$ cat src/rtl/sdram_video_reader.sv
// Raster reader for one read-side FIFO port of the 4-port SDRAM controller.
// Generates VGA-style timing, pops one FIFO word per active pixel, reloads
// the port once per frame in vertical blank and waits for a prefill level.
module sdram_video_reader #(
  parameter int DSIZE    = 16,
  parameter int H_ACTIVE = 640,
  parameter int H_FP     = 16,
  parameter int H_SYNC   = 96,
  parameter int H_BP     = 48,
  parameter int V_ACTIVE = 480,
  parameter int V_FP     = 10,
  parameter int V_SYNC   = 2,
  parameter int V_BP     = 33,
  parameter int PREFILL  = 256,
  parameter int LOAD_CYC = 4
) (
  input  logic             CLK,
  input  logic             RESET,
  input  logic             EN,
  input  logic [DSIZE-1:0] RD_DATA,
  input  logic             RD_EMPTY,
  input  logic [15:0]      RD_USE,
  output logic             RD,
  output logic             RD_LOAD,
  output logic [DSIZE-1:0] PIX_DATA,
  output logic             DE,
  output logic             HS,
  output logic             VS,
  output logic             FRAME_START,
  output logic             UNDERFLOW
);

  localparam logic [10:0] H_ACT  = 11'(H_ACTIVE);
  localparam logic [10:0] H_SS   = 11'(H_ACTIVE + H_FP);
  localparam logic [10:0] H_SE   = 11'(H_ACTIVE + H_FP + H_SYNC);
  localparam logic [10:0] H_LAST = 11'(H_ACTIVE + H_FP + H_SYNC + H_BP - 1);
  localparam logic [10:0] V_ACT  = 11'(V_ACTIVE);
  localparam logic [10:0] V_SS   = 11'(V_ACTIVE + V_FP);
  localparam logic [10:0] V_SE   = 11'(V_ACTIVE + V_FP + V_SYNC);
  localparam logic [10:0] V_LAST = 11'(V_ACTIVE + V_FP + V_SYNC + V_BP - 1);
  localparam int          LW     = (LOAD_CYC > 1) ? $clog2(LOAD_CYC) : 1;
  localparam logic [LW-1:0] LOAD_LAST = LW'(LOAD_CYC - 1);
  localparam logic [15:0] PREFILL_LVL = 16'(PREFILL);

  typedef enum logic [1:0] {S_IDLE, S_LOAD, S_PREFILL, S_RUN} state_t;

  state_t        state, state_nxt;
  logic [10:0]   h, v, h_nxt, v_nxt;
  logic [LW-1:0] load_cnt;
  logic          act, in_run, underrun, de_raw, hs_raw, vs_raw, rd_q;

  // Next raster position and next state. Frame-boundary decisions are keyed
  // on the upcoming position so the new state is already in force on the
  // first pixel of the frame (or the first blank line).
  always_comb begin
    h_nxt     = h;
    v_nxt     = v;
    state_nxt = state;
    if (!EN || state == S_IDLE) begin
      h_nxt = '0;
      v_nxt = '0;
    end else if (h == H_LAST) begin
      h_nxt = '0;
      v_nxt = (v == V_LAST) ? '0 : v + 11'd1;
    end else begin
      h_nxt = h + 11'd1;
    end
    case (state)
      S_IDLE:    state_nxt = S_LOAD;
      S_LOAD:    if (load_cnt == LOAD_LAST) state_nxt = S_PREFILL;
      S_PREFILL: if (h_nxt == '0 && v_nxt == '0 && RD_USE >= PREFILL_LVL) state_nxt = S_RUN;
      S_RUN:     if (h_nxt == '0 && v_nxt == V_ACT) state_nxt = S_LOAD;
      default:   state_nxt = S_IDLE;
    endcase
    if (!EN) state_nxt = S_IDLE;
  end

  // State register, raster counters and reload pulse length counter.
  always_ff @(posedge CLK) begin
    if (RESET) begin
      state    <= S_IDLE;
      h        <= '0;
      v        <= '0;
      load_cnt <= '0;
    end else begin
      state    <= state_nxt;
      h        <= h_nxt;
      v        <= v_nxt;
      load_cnt <= (state == S_LOAD) ? load_cnt + LW'(1) : '0;
    end
  end

  // Raw (cycle 0) timing, FIFO requests and black-pixel gating.
  always_comb begin
    act      = (h < H_ACT) && (v < V_ACT);
    in_run   = (state == S_RUN);
    RD       = act && in_run && !RD_EMPTY;
    RD_LOAD  = (state == S_LOAD);
    underrun = act && in_run && RD_EMPTY;
    de_raw   = act && (state != S_IDLE);
    hs_raw   = (state == S_IDLE) || !(h >= H_SS && h < H_SE);
    vs_raw   = (state == S_IDLE) || !(v >= V_SS && v < V_SE);
    PIX_DATA = rd_q ? RD_DATA : '0;
  end

  // Output stage: raw timing delayed one clock to line up with FIFO data.
  always_ff @(posedge CLK) begin
    if (RESET) begin
      DE          <= 1'b0;
      HS          <= 1'b1;
      VS          <= 1'b1;
      FRAME_START <= 1'b0;
      UNDERFLOW   <= 1'b0;
      rd_q        <= 1'b0;
    end else begin
      DE          <= de_raw;
      HS          <= hs_raw;
      VS          <= vs_raw;
      FRAME_START <= act && in_run && h == '0 && v == '0;
      UNDERFLOW   <= EN && (UNDERFLOW || underrun);
      rd_q        <= RD;
    end
  end

endmodule

$ cat config.mk
export PLATFORM = sky130hd
export DESIGN_NAME = sdram_video_reader
export DESIGN_NICKNAME = d
export VERILOG_FILES = /design/src/rtl/sdram_video_reader.sv
export SDC_FILE = /design/constraint.sdc
export NUM_CORES = 1
export LEC_CHECK = 0
export ABC_AREA = 1
export ABC_CLOCK_PERIOD_IN_PS = 2800
export CORE_ASPECT_RATIO = 0.75
export CORE_MARGIN = 4
export CORE_UTILIZATION = 28
export DETAILED_ROUTE_END_ITERATION = 6
export PLACE_DENSITY = 0.51
export SLEW_MARGIN = 10
export SYNTH_ARGS = -nofsm -noshare
export SYNTH_HDL_FRONTEND = slang
export SYNTH_SLANG_ARGS = --single-unit
$ cat constraint.sdc
create_clock -name CLK -period 2.8 [get_ports CLK]
set_input_delay 0.42 -clock CLK [delete_from_list [all_inputs] [get_ports CLK]]
set_output_delay 0.42 -clock CLK [all_outputs]
set_load 0.01 [all_outputs]
Word-level counts from Yosys, hierarchy flattened
Index checks and enable logic that the tools add are counted.

Register bits: 32. Bits of input ports: 36. Output and inout bits: 23. Word-level logic and storage cells: 72.

Add/subtract/negate cells: 3. $lt $le $gt $ge: 7. Equality and inequality tests: 10. Mux-type cells: 10. Bitwise logic cells: 2. Reductions and logical operators: 30.

Operators by type and width (number): $mux 11 (5); $logic_not 11->1 (4); $add 11x1->11 const B (2); $eq 11x10->1 const B (2); $lt 11x10->1 const B (2); $lt 11x9->1 const B (2); $ge 16x9->1 const B (1); $mux 16 (1); $logic_and 1x1->1 (13); $eq 11x9->1 const B (1); $ge 11x10->1 const B (1); $ge 11x9->1 const B (1); $pmux 2 s4 (1); $eq 2x2->1 const B (3); $mux 2 (3); $logic_not 1->1 (4); $logic_or 1x1->1 (4); $ne 2x1->1 const B (2); $reduce_or 2->1 (2); $reduce_and 3->1 (1); $add 2x1->2 const B (1); $eq 2x1->1 const B (1); $logic_not 2->1 (1); $ne 2x2->1 const B (1); other kinds (2) (3).

Depth between registers and ports, before layout
Gate-level depths: netlist of run 1.

Word-level depth: 9. Depth in mapped cells: 16. Mapped depth without buffers: 16.

Least setup slack after synthesis of run 1
No wires, ideal clock.

Kind: register to register. Start point: reg state[0]. End point: reg state[0]. Setup time: 0.113 ns. Data arrival time: 1.815 ns. Required time: 2.687 ns. Setup slack: 0.872 ns. Stages on the path, launching flop included: 12. Buffers on the path: 1. Path through: dfxtp_1 > inv_1 > ha_1 > nor2_2 > buf_2 > nand3_1 > nor2_1 > nand4_1 > a21oi_1 > nand3_2 > nor2_1 > nor2_1.

Word-level cells in the longest chain between the ends: 8.

Ends and longest elaborated chain: start, declared (RTL line 47) `state_t state, state_nxt;`; start signal, assigned (RTL line 86) `state <= state_nxt;`; $logic_not 2->1 (RTL line 59, 68); $logic_or 1x1->1 (RTL line 59) `if (!EN || state == S_IDLE) begin`; $mux 11 (RTL line 59); $logic_not 11->1, on equally long branches (RTL line 71, 72); $logic_and 1x1->1 (2 in series) (RTL line 71) `S_PREFILL: if (h_nxt == '0 && v_nxt == '0 && RD_USE >= PREFILL_LVL) state_nxt = S_RUN;`; $ne 2x2->1 (no line); $reduce_and 3->1 (no line).

Parallel ways exist; a longest one is shown, timed or not. A chain may end at the register's enable or synchronous reset.

Worst setup path after layout of run 1
Start point: reg h[10]. End point: out RD.

Word-level cells in the longest chain between the ends: 4.

Ends and longest elaborated chain: start, declared (RTL line 48) `logic [10:0] h, v, h_nxt, v_nxt;`; start signal, assigned (RTL line 87) `h <= h_nxt;`; $lt 11x10->1 (RTL line 95) `act = (h < H_ACT) && (v < V_ACT);`; $logic_and 1x1->1 (RTL line 95); $logic_and 1x1->1 (2 in series) (RTL line 97) `RD = act && in_run && !RD_EMPTY;`; end, declared (RTL line 23) `output logic RD,`.

No other way between the ends.

==> metrics, run 1 <==
Clock Latency Late Sink a little under 0.3 ns; worst min path class register to register; Seq/Total Area, Yosys 0.297; global route overflow 0; post-DP HPWL roughly 5000 µm; fin worst setup slack approximately 0.23 ns; final hold violation count 0; critical path type register to output pin; vias per inst about 4.4; most frequent CP cell nand2_1; sequential power share 0.484; slowest cell delay on critical path 0.55 ns; # IOs slightly below 60; nets 452; Place WS 0.472 ns; RSZ-0062 raised after global routing no; Power Dens Cells ~330 mW/mm²; Worst EP arrival ~2.2 ns; post-route insts no fill 508; post-route ant nets 0; placer congestion estimate about 0.79; syn_nets ~400; port bufs 50; buffer and inverter count on the worst path 2; number of global-route vias before repair about 2000; relative slew slack 0.641; DR pass1 iterations 7; H-Tree Level Count 2; Post-synth EDFFs 0; Routed WL between 6000 and 7000 µm; Initial Util 0.290; worst-path cell chain inv_2 -> nand2_1 -> a21oi_1 -> nor4_2 -> nand2_1 -> nor2_1 -> clkdlybuf4s50_1; CTS Buf Count 5; sw frac 0.256; Row Count 27; Main synth FF type dfxtp_1; P_sw 0.246 mW; antenna violations before repair 0; delay-heaviest family, CP simple AND/OR/NAND/NOR gates; synthesized area per cell around 6 µm²; Vias roughly 2200; DIE WIDTH between 100 and 150 µm; first-pass GRT wire length between 10000 and 15000 µm; CTS tree done; internal power 0.715 mW; Final setup viols 0; Worst Tran Pin Value about 0.53 ns; pins over their slew limit 0; crit end category output pin; WP data required about 2.4 ns; #FFs+latches synth 32; register area ~640 µm²; Period minus WS final between 2 and 3 ns; Iter 0 DRT Violations 140; Logic pwr share 0.115; setup TNS 0 ns; clock network fraction of design power 0.401; worst hold margin between 0.4 and 0.5 ns; die area about 0.0092 mm²; Post-Syn Area between 0.002 and 0.0025 mm²; Chip Height about 84 µm; Async SR Flop Fraction 0; Remaining DRCs 0; layout cells sized above 1 0.0713; Pleak around 1.4 nW; Inst Count DP 500; slowest CP cell clkdlybuf4s50_1; Bufs on Longest Clock Path 2; Warnings, synthesis 0; Cell variety after synth 31; status completed; fin crit share 0.916; largest net degree at the start of global routing 28; TritonCTS Sinks 32; All-Layer GR Usage 0.143; Max Freq 390 MHz; Worst VDD drop 0.159 mV; CP Launch Type register; CP max FO 5; root buffer cell clkbuf_8; Max-Cap Viols 0; # diodes 0; Post-Route Skew 0.00407 ns; Post-Synthesis Cells between 300 and 400; Worst-path clk slew 0.07 ns; Routed WL per cell approximately 12 µm; core box area between 0.007 and 0.008 mm²; # fillers just over 800; post-CTS setup buffer count 0; area of the multi-input gates between 0.001 and 0.0015 mm²; Layout area overhead 33.3%
[flip-flops by register name (all words and copies together) (netlist names)]
signal / count
state: 2
HS: 1
h: 11
DE: 1
FRAME_START: 1
rd_q: 1
VS: 1
v: 11
UNDERFLOW: 1
load_cnt: 2
[stage by stage]
stage / utilization / area, µm² / power, mW
floorplan: - / 2160 / 0.521
CTS: 0.386 / 2870 / 0.980
detailed placement: 0.374 / 2780 / 0.585
global route: 0.387 / 2880 / 1.01
finish: 0.387 / 2880 / 0.960
global placement: 0.374 / 2780 / 0.585
[power groups by stage]
stage	sequential, mW	combinational [mW]	clock, mW
floorplan	0.475	0.0466	0
global placement	0.475	0.110	0
detailed placement	0.475	0.110	0
CTS	0.464	0.110	0.405
global route	0.465	0.122	0.419
finish	0.465	0.110	0.385
[metal layers]
metal  GRT usage  wire length, µm  vias to the layer above
met4      0.0442               85                        0
li1            -                -                     1202
met3      0.0263              337                        8
met2       0.193             2510                       70
met5           0                0                        -
met1       0.224             3380                      961
[timing repair]
action	in CTS	in global routing
endpoints found under the setup margin	0	1
gates resized for setup	0	1
hold buffers	0	0
[cell usage after synthesis (all sizes together), types with 3 or more instances]
master | number | area (µm²)
nand3 | 36 | 210
inv | 56 | 210
dfxtp | 32 | 641
clkbuf | 5 | 18.8
nand4 | 6 | 37.5
nor4 | 7 | 43.8
o21ai | 6 | 30.0
nand2 | 98 | 380
a21oi | 3 | 15.0
nor3 | 9 | 45.0
ha | 10 | 125
nor2 | 70 | 294
[worst paths after layout]
check,start,end,slack [ns],cells after the start
hold reg to reg,load_cnt[0]$_SDFF_PP0_,load_cnt[0]$_SDFF_PP0_,0.44,1
setup / recovery,h[10]$_SDFF_PP0_,RD,0.23,7
setup reg to reg,h[0]$_SDFF_PP0_,state[0]$_SDFFE_PP0P_,0.49,15
hold / removal,load_cnt[0]$_SDFF_PP0_,load_cnt[0]$_SDFF_PP0_,0.44,1
[final cells by class]
cell class	instances	share of cell area
inverters	57	0.0748
clock inverters	2	0.00348
multi-input cells	257	0.445
well taps	101	0.0439
clock buffers	6	0.0287
repair buffers	53	0.182
flip-flops and latches	32	0.223
[cell families after synthesis]
logic type	Yosys count	share of synthesized area
fa+ha+maj	10	0.0580
flops	32	0.297
buf+inv	64	0.113
simple gates	232	0.488
xor+xnor	3	0.0122
compound gates	12	0.0319
[placed cells by master, fill, tap and decap left out, types with 2 or more instances in the layout]
| cell type | instances |
|---|---|
| nand3_1 | 33 |
| ha_1 | 10 |
| nor3_1 | 9 |
| nand4_1 | 6 |
| nor4_1 | 6 |
| nor2_2 | 6 |
| nand3_4 | 2 |
| xor2_1 | 2 |
| nand2_2 | 2 |
| buf_4 | 3 |
| clkdlybuf4s50_1 | 50 |
| nor2_1 | 63 |
| nand3b_1 | 2 |
| dfxtp_1 | 32 |
| clkbuf_8 | 6 |
| o21ai_0 | 6 |
| inv_1 | 55 |
| clkinv_2 | 3 |
| nand2_1 | 95 |
| a21oi_1 | 3 |
No activity file was read; power rests on OpenSTA's default activity.
==> run 2, diff against run 1 <==
Settings changed: CTS_CLUSTER_DIAMETER set to 200, SETUP_SLACK_MARGIN set to 0.1.
==> run 2 against run 1 <==
Net effect:
- fmax grew 2.0%
- combinational power is essentially flat
- cell count is the same
- clock skew is essentially flat
- register-to-register slack is essentially flat
- non-clock buffer count is the same
- utilization is essentially flat
- sequential power is essentially flat
- total power is essentially flat
- flip-flop and latch count is the same
- clock power is essentially flat
- global-route usage is the same
- critical path type unchanged
- critical endpoint unchanged
==> metrics, run 2 (synthesized netlist as in run 1, its figures left out) <==
Power Dens Cells 333 mW/mm² (about the same); vias per inst 4.42 (+0.13%); commonest non-fill, non-tap cell in the layout nand2_1; worst-path cell chain nor2_1 -> inv_1 -> nor4_2 -> nand2_1 -> nor2_1 -> clkdlybuf4s50_1; Worst EP arrival 2.10 ns (-0.05 ns); Initial Util 0.290 (unchanged); CP Launch Type register; CTS Buf Count 5 (unchanged); crit end category output pin; post-DP HPWL 4880 µm (unchanged); relative slew slack 0.642 (+0.00165); buffer and inverter count on the worst path 2 (unchanged); layout cells sized above 1 0.0737 (+0.00246); critical path type register to output pin; Max-Cap Viols 0 (unchanged); global route overflow 0 (unchanged); Vias 2244 (+0.13%); CTS tree done; nets 452 (unchanged); first-pass GRT wire length 10300 µm (unchanged); H-Tree Level Count 2 (unchanged); final hold violation count 0 (unchanged); delay-heaviest family, CP simple AND/OR/NAND/NOR gates; most frequent cells in the layout nand2_1 (94), nor2_1 (63), inv_1 (55); worst hold margin 0.440 ns (-0.000163 ns); root buffer cell clkbuf_8; placer congestion estimate 0.788 (unchanged); Largest regs h: 11 flops, v: 11 flops; fin crit share 0.898 (-0.0181); # diodes 0 (unchanged); post-CTS setup buffer count 0 (unchanged); Worst Tran Pin Value 0.532 ns (-0.00246 ns); number of global-route vias before repair 2047 (unchanged); # fillers 815 (-0.12%); pins over their slew limit 0 (unchanged); CTS Hold Bufs 0 (unchanged); CP max FO 5 (unchanged); sw frac 0.256 (about the same); Routed WL 6300 µm (-0.22%); # IOs 59 (unchanged); Period minus WS final 2.52 ns (-0.0506 ns); Chip Height 84.0 µm (unchanged); RSZ-0062 raised after global routing no; WP data required 2.38 ns (about the same); Bufs on Longest Clock Path 2 (unchanged); P_sw 0.246 mW (about the same); Row Count 27 (unchanged); slowest CP cell clkdlybuf4s50_1; die area 0.00919 mm² (unchanged); Post-Route Skew 0.00397 ns (-0.000105 ns); Logic pwr share 0.115 (about the same); most frequent CP cell nor2_1; DIE WIDTH 109 µm (unchanged); TritonCTS Sinks 32 (unchanged); Clock Latency Late Sink 0.29 ns (about the same); clock network fraction of design power 0.401 (about the same); largest net degree at the start of global routing 28 (unchanged); DR pass1 iterations 5 (-2); Max Freq 398 MHz (+2.0%); sequential power share 0.484 (about the same); port bufs 50 (unchanged); Routed WL per cell 12.4 µm (-0.22%); Layout area overhead 33.4% (about the same); post-cts gate resize count 0 (unchanged); Final setup viols 0 (unchanged); status completed; slowest cell delay on critical path 0.55 ns (about the same); Worst VDD drop 0.159 mV (about the same); internal power 0.715 mW (about the same); antenna violations before repair 0 (unchanged); Pleak 1.36 nW (about the same); setup TNS 0 ns (unchanged); All-Layer GR Usage 0.143 (unchanged); post-route ant nets 0 (unchanged); Iter 0 DRT Violations 144 (+2.9%); Remaining DRCs 0 (unchanged); core box area 0.00743 mm² (unchanged); Worst-path clk slew 0.07 ns (about the same); worst min path class register to register
==> run 2: final timing paths <==
| path | startpoint | end | slack, ns | cells past startpoint |
|---|---|---|---|---|
| hold reg to reg | load_cnt[0]$_SDFF_PP0_ | load_cnt[0]$_SDFF_PP0_ | 0.44 | 1 |
| setup reg to reg | h[0]$_SDFF_PP0_ | state[0]$_SDFFE_PP0P_ | 0.48 | 15 |
| setup / recovery | v[9]$_SDFF_PP0_ | RD | 0.28 | 6 |
| hold / removal | load_cnt[0]$_SDFF_PP0_ | load_cnt[0]$_SDFF_PP0_ | 0.44 | 1 |
==> run 2: layout make-up <==
type                            instances  area (µm²)  area share
Tap cell                              101         126      0.0439
Clock buffer                            6        82.6      0.0287
Timing Repair Buffer                   53         523       0.182
Inverter                               57         215      0.0747
Clock inverter                          2        10.0     0.00348
Multi-Input combinational cell        257        1280       0.445
Sequential cell                        32         641       0.222
==> run 2: per-stage QoR <==
stage	std cells	area, µm²	worst slack, ns	total power [mW]	util
6_report	508	2880	0.285	0.960	0.388
5_1_grt	508	2880	0.151	1.01	0.388
4_1_cts	508	2870	0.167	0.980	0.386
3_5_place_dp	500	2780	0.472	0.585	0.374
3_3_place_gp	500	2780	0.476	0.585	0.374
2_1_floorplan	353	2160	0.872	0.521	-
==> run 2: routing by layer <==
metal / GRT usage / up-vias / routed length (µm)
met4: 0.0442 / 0 / 85
met5: 0 / - / 0
li1: - / 1208 / -
met3: 0.0263 / 8 / 287
met2: 0.193 / 52 / 2530
met1: 0.224 / 976 / 3400
==> run 2: power groups by stage <==
stage               Clock, mW  Sequential [mW]  Combinational (mW)
detailed placement          0            0.475               0.110
global placement            0            0.475               0.110
global route            0.419            0.465               0.122
floorplan                   0            0.475              0.0466
CTS                     0.405            0.464               0.110
finish                  0.385            0.465               0.110
==> run 3, diff against run 2 <==
Settings changed: CTS_BUF_LIST set to sky130_fd_sc_hd__clkbuf_4 sky130_fd_sc_hd__clkbuf_8 sky130_fd_sc_hd__clkbuf_16.
==> results of run 3 <==
No change in the layout: final DEF, timing and power equal those of run 2.
